$ cat src/rtl/pwm_pkg.sv
// rtl/pwm_pkg.sv - shared states, reset values and setpoint legality for the PWM setpoint ramp
package pwm_pkg;

    typedef enum logic [1:0] {
        IDLE      = 2'd0,
        WAIT_EDGE = 2'd1,
        RAMP      = 2'd2
    } state_t;

    localparam int PWM_MIN_PERIOD = 2;
    localparam int RST_PERIOD     = 2;
    localparam int RST_DUTY       = 1;

    // A setpoint the generator can run without producing runt or stuck pulses.
    function automatic logic setpoint_legal(input logic [31:0] period, input logic [31:0] duty);
        return (period >= 32'(PWM_MIN_PERIOD)) && (duty >= 32'd1) && (duty < period);
    endfunction

endpackage

$ cat src/rtl/ramp_tick_div.sv
// rtl/ramp_tick_div.sv - divides PWM update points down to ramp ticks
module ramp_tick_div #(
    parameter int RAMP_DIV = 1
) (
    input  logic clk,
    input  logic reset,
    input  logic clear,
    input  logic adv,
    output logic tick
);

    localparam int CW = (RAMP_DIV > 1) ? $clog2(RAMP_DIV) : 1;
    localparam logic [CW-1:0] LAST = CW'(RAMP_DIV - 1);

    logic [CW-1:0] count;

    assign tick = adv && !clear && (count == LAST);

    always_ff @(posedge clk) begin
        if (!reset || clear) begin
            count <= '0;
        end else if (adv) begin
            count <= tick ? '0 : count + 1'b1;
        end
    end

endmodule

$ cat src/rtl/pwm_setpoint_ramp.sv
// rtl/pwm_setpoint_ramp.sv - validates PWM setpoints, applies period on boundaries, slews duty
module pwm_setpoint_ramp
    import pwm_pkg::*;
#(
    parameter int WIDTH     = 8,
    parameter int RAMP_STEP = 1,
    parameter int RAMP_DIV  = 1
) (
    input  logic             clk,
    input  logic             reset,
    input  logic             cfg_valid,
    output logic             cfg_ready,
    input  logic [WIDTH-1:0] cfg_period,
    input  logic [WIDTH-1:0] cfg_duty,
    input  logic             enable_in,
    input  logic [WIDTH-1:0] pwm_count,
    output logic [WIDTH-1:0] pwm_period,
    output logic [WIDTH-1:0] pwm_duty,
    output logic             pwm_en,
    output logic             busy,
    output logic             cfg_err
);

    localparam logic [WIDTH:0] STEP_W1 = (WIDTH + 1)'(RAMP_STEP);

    state_t           state;
    logic [WIDTH-1:0] tgt_period;
    logic [WIDTH-1:0] tgt_duty;
    logic             boundary;
    logic             adv;
    logic             tick;
    logic             xfer;
    logic             legal;
    logic [WIDTH-1:0] clamp_duty;
    logic [WIDTH-1:0] next_duty;
    logic [WIDTH:0]   up_sum;
    logic [WIDTH:0]   dn_floor;

    // A stopped generator has no pulse to glitch, so every cycle is an update point.
    assign boundary  = pwm_en && (pwm_count == pwm_period);
    assign adv       = boundary || !pwm_en;
    assign cfg_ready = (state == IDLE);
    assign busy      = (state != IDLE);
    assign xfer      = cfg_valid && cfg_ready;
    assign legal     = setpoint_legal(32'(cfg_period), 32'(cfg_duty));

    always_comb begin
        clamp_duty = pwm_duty;
        if (pwm_duty >= tgt_period) begin
            clamp_duty = tgt_period - 1'b1;
        end
    end

    // One extra bit keeps the step from wrapping before it is clamped to the target.
    always_comb begin
        next_duty = pwm_duty;
        up_sum    = {1'b0, pwm_duty} + STEP_W1;
        dn_floor  = {1'b0, tgt_duty} + STEP_W1;
        if (pwm_duty < tgt_duty) begin
            next_duty = (up_sum >= {1'b0, tgt_duty}) ? tgt_duty : up_sum[WIDTH-1:0];
        end else if (pwm_duty > tgt_duty) begin
            next_duty = ({1'b0, pwm_duty} <= dn_floor) ? tgt_duty
                                                        : pwm_duty - WIDTH'(RAMP_STEP);
        end
    end

    ramp_tick_div #(
        .RAMP_DIV (RAMP_DIV)
    ) u_div (
        .clk   (clk),
        .reset (reset),
        .clear (state != RAMP),
        .adv   (adv),
        .tick  (tick)
    );

    always_ff @(posedge clk) begin
        if (!reset) begin
            state      <= IDLE;
            pwm_period <= WIDTH'(RST_PERIOD);
            pwm_duty   <= WIDTH'(RST_DUTY);
            pwm_en     <= 1'b0;
            cfg_err    <= 1'b0;
            tgt_period <= '0;
            tgt_duty   <= '0;
        end else begin
            pwm_en  <= enable_in;
            cfg_err <= 1'b0;
            case (state)
                IDLE: begin
                    if (xfer) begin
                        if (legal) begin
                            tgt_period <= cfg_period;
                            tgt_duty   <= cfg_duty;
                            state      <= WAIT_EDGE;
                        end else begin
                            cfg_err <= 1'b1;
                        end
                    end
                end
                WAIT_EDGE: begin
                    if (adv) begin
                        pwm_period <= tgt_period;
                        pwm_duty   <= clamp_duty;
                        state      <= RAMP;
                    end
                end
                RAMP: begin
                    if (pwm_duty == tgt_duty) begin
                        state <= IDLE;
                    end else if (tick) begin
                        pwm_duty <= next_duty;
                        if (next_duty == tgt_duty) begin
                            state <= IDLE;
                        end
                    end
                end
                default: state <= IDLE;
            endcase
        end
    end

endmodule
$ cat config.mk
export PLATFORM = sky130hd
export DESIGN_NAME = pwm_setpoint_ramp
export DESIGN_NICKNAME = d
export VERILOG_FILES = /design/src/rtl/pwm_pkg.sv /design/src/rtl/ramp_tick_div.sv /design/src/rtl/pwm_setpoint_ramp.sv
export SDC_FILE = /design/constraint.sdc
export NUM_CORES = 1
export LEC_CHECK = 0
export CAP_MARGIN = 30
export CORE_MARGIN = 4
export CORE_UTILIZATION = 50
export CTS_CLUSTER_SIZE = 14
export DETAILED_ROUTE_END_ITERATION = 10
export GPL_TIMING_DRIVEN = 0
export HOLD_SLACK_MARGIN = 0.08
export PLACE_DENSITY_LB_ADDON = 0.3
export SYNTH_ARGS = -nofsm -noshare
export SYNTH_HDL_FRONTEND = slang
export SYNTH_SLANG_ARGS = --single-unit
$ cat constraint.sdc
create_clock -name clk -period 3.55 [get_ports clk]
set_input_delay 0.5325 -clock clk [delete_from_list [all_inputs] [get_ports clk]]
set_output_delay 0.5325 -clock clk [all_outputs]
set_load 0.03 [all_outputs]
==> flow_summary_export.csv, run 1 <==
group,metric,value,unit
power_and_ir_drop,ir_drop,0.000482,V
finish,layout-area-overhead-vs-synth,20.6,%
clocking,cts-root-buf,"clkbuf_8",
finish,drive_gt1_frac,0.132,
routing,drcViolationCount,0,
logic_synthesis,synthSimpleGateAreaFrac,0.227,
power_and_ir_drop,leakagePower,1.85,nW
routing,route.met2.wl,5550,um
logic_synthesis,syn_inst,495,
logic_synthesis,muxShareOfSynthArea,0.0198,
worst_setup_path,cp.arrival,3.55,ns
worst_setup_path,cp-start-kind,"register",
logic_synthesis,synth.net_count,566,
floorplanning,die_x,94.4,um
global_route,track_usage,0.269,
logic_synthesis,yosysSeqAreaShare,0.199,
finish,stdcell_area,4500,um2
worst_setup_path,worstSetupPathType,"reg -> reg",
routing,drt_iter0_drc,433,
routing,met1_length,5020,um
clocking,cts.sinks,37,
logic_synthesis,ys_warn_count,0,
logic_synthesis,synth_top_family_by_area,"compound AO/OA/AOI/OAI gates",
logic_synthesis,ys_seq_elements,37,
worst_setup_path,cp.required,3.72,ns
global_route,antenna_found_initial,0,
finish,layout_common_cells,"51 x nand2_1, 47 x clkdlybuf4s50_1, 43 x ha_1",
routing,met3WireLength,918,um
logic_synthesis,synth_ff_type,"dfxtp_1",
routing,drt.antenna.violating_nets,0,
clocking,htree_levels,2,
finish,num_antenna_cells,0,
logic_synthesis,synth_compound_area_frac,0.254,
clocking,clockBufferDepth,2,
timing,finalClockSkew,0.00534,ns
timing,hold_viol,0,
finish,final_common_cell,"nand2_1",
finish,final_util,0.620,
clocking,clk_latency,0.29,ns
timing,tightestPinTransition,0.832,ns
logic_synthesis,synth.top_cell.area_share,0.199,
timing,slew_violations,0,
floorplanning,core_area,7250,um2
global_route,grt_first_pass_wirelength,18900,um
logic_synthesis,yosys-top-cells-area,"dfxtp_1 20%, ha_1 14%, nand2_1 5.1%, xnor2_1 4.9%, a31o_2 4.0%",
routing,vias,4037,
placed_design,gp_congestion,0.971,
global_route,grt_pass1_vias,3918,
timing,max_freq,296,MHz
routing,wl_per_cell,18.2,um
timing,setup_viol,0,
global_route,overflow,0,
clocking,cts_tree,"done",
logic_synthesis,synth_xor_area_frac,0.0795,
clocking,cts_made_buffers,5,
logic_synthesis,ys_types,65,
placed_design,io_buffers,47,
clocking,clkTransAtPathRegs,0.08,ns
routing,wl,11800,um
routing,vias_per_cell,6.20,
worst_setup_path,crit_fanout,10,
timing,finalCritPeriodShare,0.951,
floorplanning,core.rowCount,31,
floorplanning,boundaryPins,48,
worst_setup_path,crit_path_end_kind,"register",
timing,fin_crit,3.38,ns
logic_synthesis,syn_avg_cell_area,7.54,um2
logic_synthesis,synth_area,3730,um2
logic_synthesis,synth_largest_area_cell,"dfxtp_1",
logic_synthesis,synth-edff-count,0,
logic_synthesis,synthArstFlopShare,0,
routing,top_layer,"met4",
logic_synthesis,synthAdderAreaFrac,0.144,
floorplanning,dieArea,8910,um2
status,outcome,"complete, no violations",
floorplanning,start_util,0.514,
placed_design,dpl-instance-area,4320,um2
placed_design,dpl.hpwl,9150,um
timing,slew_headroom,0.441,
finish,final_nets,622,
routing,dr.pass1.iters,8,
finish,fillers,686,
power_and_ir_drop,p_per_area,898,nW/um2
global_route,grt_max_degree,13,
run,maxCapViolCount,0,
timing,finalSetupTns,0,ns
floorplanning,die_h,94.4,um
min_path,min_path_type,"reg -> reg",
## layout make-up
type | instances | area [um2] | share of cell area
multi-input cells | 390 | 2740 | 0.609
well taps | 99 | 124 | 0.0275
plain buffers | 32 | 161 | 0.0359
clock inverters | 2 | 13.8 | 0.00306
inverters | 36 | 139 | 0.0309
flip-flops and latches | 37 | 752 | 0.167
clock buffers | 6 | 82.6 | 0.0184
repair buffers | 49 | 485 | 0.108
## routing by layer
layer  track usage  vias up
met5             0        -
met4         0.114        0
met3        0.0470       35
met2         0.444      214
met1         0.344     1884
li1              -     1904
## through the flow
step	std cells	hold slack [ns]	setup slack, ns	power, mW
after global routing	651	0.525	-0.0988	4.32
after detailed placement	641	0.487	0.0380	3.46
after global placement	641	0.479	-0.0222	3.43
after CTS	649	0.498	0.0144	3.78
after floorplan	495	0.454	0.468	2.67
final	651	0.498	0.173	4.04
## final timing paths
path	depth (start not counted)	start	endpoint	slack [ns]
worst max-delay path	14	tgt_duty[2]	state[1]	0.17
worst min-delay path	1	u_div.count	u_div.count	0.50
worst max register to register	14	tgt_duty[2]	state[1]	0.17
worst min register to register	1	u_div.count	u_div.count	0.50
## critical path, stage by stage, from the launching register on
cell and delay (ns):
dfxtp_1 0.34, buf_2 0.24, nand4_1 0.17, nor2_1 0.22
xnor2_1 0.13, ha_1 0.31, nand3_1 0.16, a211o_1 0.31
o211ai_1 0.18, o31a_1 0.26, buf_4 0.14, o22ai_1 0.07
a32oi_1 0.37, mux2i_1 0.25, o211ai_1 0.10
## state kept, by name, indices dropped and copies added, names as in the netlist
name	count
cfg_err	1
state	2
pwm_duty	8
tgt_period	8
u_div.count	1
pwm_en	1
pwm_period	8
tgt_duty	8
## logic make-up (layout without fill, tap and decap cells)
family / Yosys count / after routing
buf+inv: 68 / 125
simple gates: 174 / 174
xor+xnor: 33 / 33
flops: 37 / 37
compound gates: 133 / 133
fa+ha+maj: 43 / 43
mux: 7 / 7
## cell usage after synthesis, types with 3 or more instances
master / count
inv_1: 35
nor4_1: 7
mux2i_1: 4
a32oi_1: 3
o221ai_1: 4
nor2_1: 37
a21o_1: 7
and3_1: 5
or3_1: 5
o22ai_1: 3
xnor2_1: 21
dfxtp_1: 37
o21ai_0: 19
a31o_2: 17
xor2_1: 11
o31ai_1: 3
a21boi_0: 9
a211o_1: 3
o211ai_1: 6
clkbuf_1: 18
a22oi_1: 3
ha_1: 43
a41oi_1: 3
nand2_1: 51
o21a_1: 3
nand2b_1: 8
buf_2: 9
mux2_2: 3
nor3_1: 17
nand3_1: 21
buf_4: 3
nor2b_1: 5
nand4_1: 6
a21oi_1: 29
## power breakdown
group	total [mW]	switching [mW]	internal (mW)	leakage, nW
combinational	3.10	1.88	1.22	1.50
sequential	0.627	0.142	0.485	0.305
clock	0.314	0.157	0.157	0.0512
## timing repair
action,in CTS,in global routing
endpoints found under the setup margin,0,9
hold buffers,0,0
hold endpoints to repair,0,0
buffers inserted,0,2
resized for setup,0,31
(Power assumes the default switching activity.)
==> inputs of run 2 (changes only) <==
CELL_PAD_IN_SITES_DETAIL_PLACEMENT = 1   (was default)
CELL_PAD_IN_SITES_GLOBAL_PLACEMENT = 1   (was default)
CORE_UTILIZATION = 42   (was 50)
==> flow_summary_export.csv, run 2 (synthesis results as in run 1) <==
group,metric,value,unit
status,outcome,"complete, no violations",
clocking,clockBufferDepth,2,
global_route,antenna_found_initial,0,
routing,vias_per_cell,6.18,
timing,max_freq,293,MHz
floorplanning,core.rowCount,34,
global_route,use_met2,0.468,
routing,dr.pass1.iters,5,
placed_design,placedCellCount,650,
clocking,cts_tree,"done",
global_route,grt_first_pass_wirelength,22100,um
placed_design,gp_congestion,0.933,
power_and_ir_drop,internal-power,1.85,mW
power_and_ir_drop,ir_drop,0.000359,V
finish,stdcell_area,4500,um2
clocking,clkTransAtPathRegs,0.08,ns
floorplanning,boundaryPins,48,
finish,drive_gt1_frac,0.125,
timing,slew_headroom,0.362,
timing,slew_violations,0,
floorplanning,die_x,102,um
timing,setup_viol,0,
placed_design,dpl.hpwl,10800,um
worst_setup_path,crit_path_end_kind,"register",
run,maxCapViolCount,0,
power_and_ir_drop,combPwrFrac,0.770,
global_route,overflow,0,
power_and_ir_drop,leakagePower,1.84,nW
routing,vias,4082,
timing,grt_setup_unrepaired,"no",
finish,final_util,0.519,
placed_design,io_buffers,47,
timing,finalCritPeriodShare,0.960,
power_and_ir_drop,clockPowerShare,0.075,
worst_setup_path,cp-start-kind,"register",
finish,num_antenna_cells,0,
clocking,htree_levels,2,
floorplanning,dieArea,10500,um2
worst_setup_path,cp.required,3.73,ns
power_and_ir_drop,pwr-share-seq,0.155,
routing,wl,13600,um
finish,instances_no_fill,660,
min_path,min_path_type,"reg -> reg",
power_and_ir_drop,p_switching,2.24,mW
timing,tightestPinTransition,0.949,ns
clocking,cts-root-buf,"clkbuf_8",
routing,drcViolationCount,0,
finish,final_common_cell,"nand2_1",
global_route,grtUsageMet1,0.348,
clocking,cts.sinks,37,
finish,layout_common_cells,"51 x nand2_1, 47 x clkdlybuf4s50_1, 43 x ha_1",
routing,wl_per_cell,20.7,um
clocking,cts_made_buffers,5,
finish,final_nets,623,
worst_setup_path,cp.arrival,3.58,ns
placed_design,dpl-instance-area,4340,um2
global_route,grt.busiest_layer,"met2",
floorplanning,die_h,102,um
global_route,grt_max_degree,12,
global_route,track_usage,0.270,
timing,finalSetupTns,0,ns
routing,drt_iter0_drc,274,
finish,layout-area-overhead-vs-synth,20.8,%
timing,finalClockSkew,0.0134,ns
floorplanning,start_util,0.430,
global_route,grt_pass1_vias,4216,
routing,drt.antenna.violating_nets,0,
worst_setup_path,crit_fanout,10,
timing,hold_viol,0,
timing,fin_crit,3.41,ns
floorplanning,core_area,8680,um2
worst_setup_path,worstSetupPathType,"reg -> reg",
global_route,grt_use_met3,0.0294,
power_and_ir_drop,p_per_area,907,nW/um2
power_and_ir_drop,swShare,0.548,
clocking,clk_latency,0.30,ns
==> run 2: final timing paths <==
kind	startpoint	end	slack [ns]	depth (start not counted)
worst max-delay path	tgt_duty[4]	state[1]	0.14	13
worst max register to register	tgt_duty[4]	state[1]	0.14	13
worst min-delay path	tgt_period[7]	pwm_period[7]	0.49	2
worst min register to register	tgt_period[7]	pwm_period[7]	0.49	2
==> run 2: area by class of cell <==
class / instances / area [um2]
Buffer: 32 / 159
Sequential cell: 37 / 759
Multi-Input combinational cell: 390 / 2730
Inverter: 36 / 139
Timing Repair Buffer: 50 / 493
Clock buffer: 6 / 82.6
Tap cell: 108 / 135
Fill cell: 1106 / 4170
Clock inverter: 1 / 7.51
==> run 2: worst max-delay path, stage by stage (launching register included) <==
cell,delay [ns]
dfxtp_1,0.51
inv_1,0.23
nor3_2,0.24
xnor2_1,0.16
ha_1,0.28
a21o_1,0.18
a21oi_1,0.15
o211ai_1,0.21
clkbuf_4,0.26
a41oi_1,0.23
nor3_1,0.07
a2111o_1,0.41
o31ai_1,0.24
o211ai_1,0.13
==> run 2: layer usage <==
metal | wire length (um) | vias to the layer above
met5 | 0 | -
met4 | 364 | 0
met3 | 717 | 32
met2 | 6690 | 150
met1 | 5870 | 1999
li1 | - | 1901
==> run 2: power by group through the flow <==
stage               combinational [mW]  sequential, mW  clock (mW)
floorplan                         2.04           0.635           0
global placement                  2.83           0.620           0
detailed placement                2.94           0.624           0
CTS                               2.97           0.616       0.317
global route                      3.40           0.643       0.334
finish                            3.14           0.633       0.308
==> run 2: repair_timing <==
item                       4_1_cts  5_1_grt
setup endpoints to repair        8        9
hold buffers                     0        0
setup buffers                    0        3
resized for setup                6       22
pin swaps                        0        0
==> run 2: per-stage QoR <==
stage / hold WS, ns / power, mW / worst slack [ns]
floorplan: 0.454 / 2.67 / 0.468
global placement: 0.482 / 3.45 / -0.0823
CTS: 0.494 / 3.90 / 0.0152
finish: 0.491 / 4.09 / 0.142
global route: 0.524 / 4.38 / 0.000281
detailed placement: 0.483 / 3.56 / -0.178
==> inputs of run 3 (changes only) <==
CORE_MARGIN = 3   (was 4)
PLACE_DENSITY_LB_ADDON = 0.1   (was 0.3)
TNS_END_PERCENT = 1   (was default)
==> flow_summary_export.csv, run 3 (synthesis results as in run 1) <==
group,metric,value,unit
timing,setup_viol,0,
finish,final_common_cell,"nand2_1",
worst_setup_path,cp.arrival,3.59,ns
floorplanning,boundaryPins,48,
power_and_ir_drop,swShare,0.539,
routing,wl_per_cell,21.1,um
clocking,cts-root-buf,"clkbuf_8",
worst_setup_path,worstSetupPathType,"reg -> reg",
power_and_ir_drop,p_per_area,924,nW/um2
timing,slew_violations,0,
min_path,holdPathStages,2,
worst_setup_path,reg2reg_slack,0.12,ns
power_and_ir_drop,internal-power,1.94,mW
clocking,clk_latency,0.30,ns
routing,wl,14000,um
routing,drt_iter0_drc,250,
routing,vias,4071,
finish,drive_gt1_frac,0.138,
clocking,htree_levels,2,
worst_setup_path,cp-start-kind,"register",
finish,layout_common_cells,"51 x nand2_1, 47 x clkdlybuf4s50_1, 42 x ha_1",
power_and_ir_drop,ir_drop,0.000418,V
worst_setup_path,crit_path_end_kind,"register",
routing,vias_per_cell,6.15,
power_and_ir_drop,leakagePower,1.87,nW
min_path,hp-start,"pwm_period[2]",
timing,tightestPinTransition,0.960,ns
floorplanning,start_util,0.443,
global_route,antenna_found_initial,0,
routing,dr.pass1.iters,4,
global_route,grt_max_degree,12,
routing,drt.antenna.violating_nets,0,
timing,slew_headroom,0.355,
clocking,cts_made_buffers,5,
power_and_ir_drop,clockPowerShare,0.080,
clocking,clockBufferDepth,2,
placed_design,io_buffers,47,
timing,finalCritPeriodShare,0.967,
global_route,track_usage,0.278,
min_path,min_path_type,"reg -> reg",
finish,num_antenna_cells,0,
status,outcome,"complete, no violations",
floorplanning,core.rowCount,33,
worst_setup_path,rr_endpoint,"state[1]",
global_route,grt_pass1_vias,4109,
finish,final_nets,627,
clocking,cts_hold_buf,0,
routing,drcViolationCount,0,
floorplanning,die_x,100,um
clocking,cts_tree,"done",
timing,max_freq,291,MHz
timing,grt_setup_unrepaired,"yes",
floorplanning,dieArea,10000,um2
power_and_ir_drop,pwr-share-seq,0.154,
floorplanning,die_h,100,um
timing,finalSetupTns,0,ns
timing,fin_crit,3.43,ns
power_and_ir_drop,p_switching,2.26,mW
min_path,hold_end,"pwm_period[2]",
clocking,cts.sinks,37,
worst_setup_path,cp.required,3.71,ns
worst_setup_path,rr_worst_depth,12,
global_route,overflow,0,
placed_design,gp_congestion,0.981,
worst_setup_path,crit_fanout,10,
timing,hold_viol,0,
placed_design,dpl-instance-area,4330,um2
worst_setup_path,r2r-start,"pwm_duty[0]",
finish,layout-area-overhead-vs-synth,21.9,%
global_route,grt_first_pass_wirelength,22100,um
run,maxCapViolCount,0,
power_and_ir_drop,combPwrFrac,0.766,
timing,whs,0.509,ns
finish,final_util,0.540,
clocking,clkTransAtPathRegs,0.08,ns
floorplanning,core_area,8420,um2
timing,finalClockSkew,0.00964,ns
finish,stdcell_area,4550,um2
placed_design,dpl.hpwl,10700,um
run 3: cell types whose count changed in the layout (fill, tap and decap cells not counted), sizes merged:
cell      change
clkinv        +1
clkbuf        +2
clkinvlp      -1
buf           +3
run 3: cell type report:
class,count,area (um2)
Clock inverter,1,5.00
Clock buffer,7,96.3
Inverter,36,139
Timing Repair Buffer,54,523
Tap cell,105,131
Sequential cell,37,757
Multi-Input combinational cell,390,2730
Buffer,32,169
Fill cell,1101,3870
run 3: worst max-delay path, stage by stage, from the launching register on:
cell and delay, ns:
dfxtp_4 0.47, clkinvlp_4 0.21, buf_4 0.20, ha_1 0.32
nand4b_1 0.23, nor2_1 0.41, clkbuf_2 0.35, nor2_1 0.08
nand3_1 0.09, a21oi_1 0.07, a2111o_1 0.46, o31ai_1 0.25
o211ai_1 0.16
run 3: layer usage:
layer  GRT usage  wire (um)
met1       0.350       5970
met2       0.486       6860
met3      0.0285        676
met4       0.112        457
met5           0          0
run 3: power groups by stage:
stage	Sequential, mW	Clock [mW]	Combinational (mW)
floorplan	0.635	0	2.04
global placement	0.636	0	2.87
detailed placement	0.640	0	2.94
CTS	0.634	0.335	2.97
global route	0.655	0.354	3.47
finish	0.649	0.334	3.22
run 3: what timing repair did:
| action | CTS | global route |
|---|---|---|
| buffers inserted | 0 | 7 |
| endpoints found under the setup margin | 9 | 9 |
| gates resized for setup | 6 | 26 |
| cloned | 0 | 0 |
| pin swaps | 0 | 2 |
run 3: worst max path at each step:
stage / start / end / slack (ns) / cells after the start
final: pwm_duty[0] / state[1] / 0.12 / 12
after floorplan: pwm_duty[0] / pwm_duty[7] / 0.47 / 13
after global placement: pwm_duty[0] / state[1] / -0.15 / 11
after detailed placement: pwm_duty[0] / state[1] / -0.15 / 11
after global routing: tgt_duty[2] / pwm_duty[2] / -0.03 / 14
after CTS: pwm_duty[4] / pwm_duty[0] / 0.02 / 14
run 3: per-stage QoR:
stage,power (mW),std cells,setup WS (ns)
after floorplan,2.67,495,0.468
after global placement,3.51,647,-0.155
after detailed placement,3.58,647,-0.153
after CTS,3.93,655,0.0224
after global routing,4.48,662,-0.0294
final,4.20,662,0.117
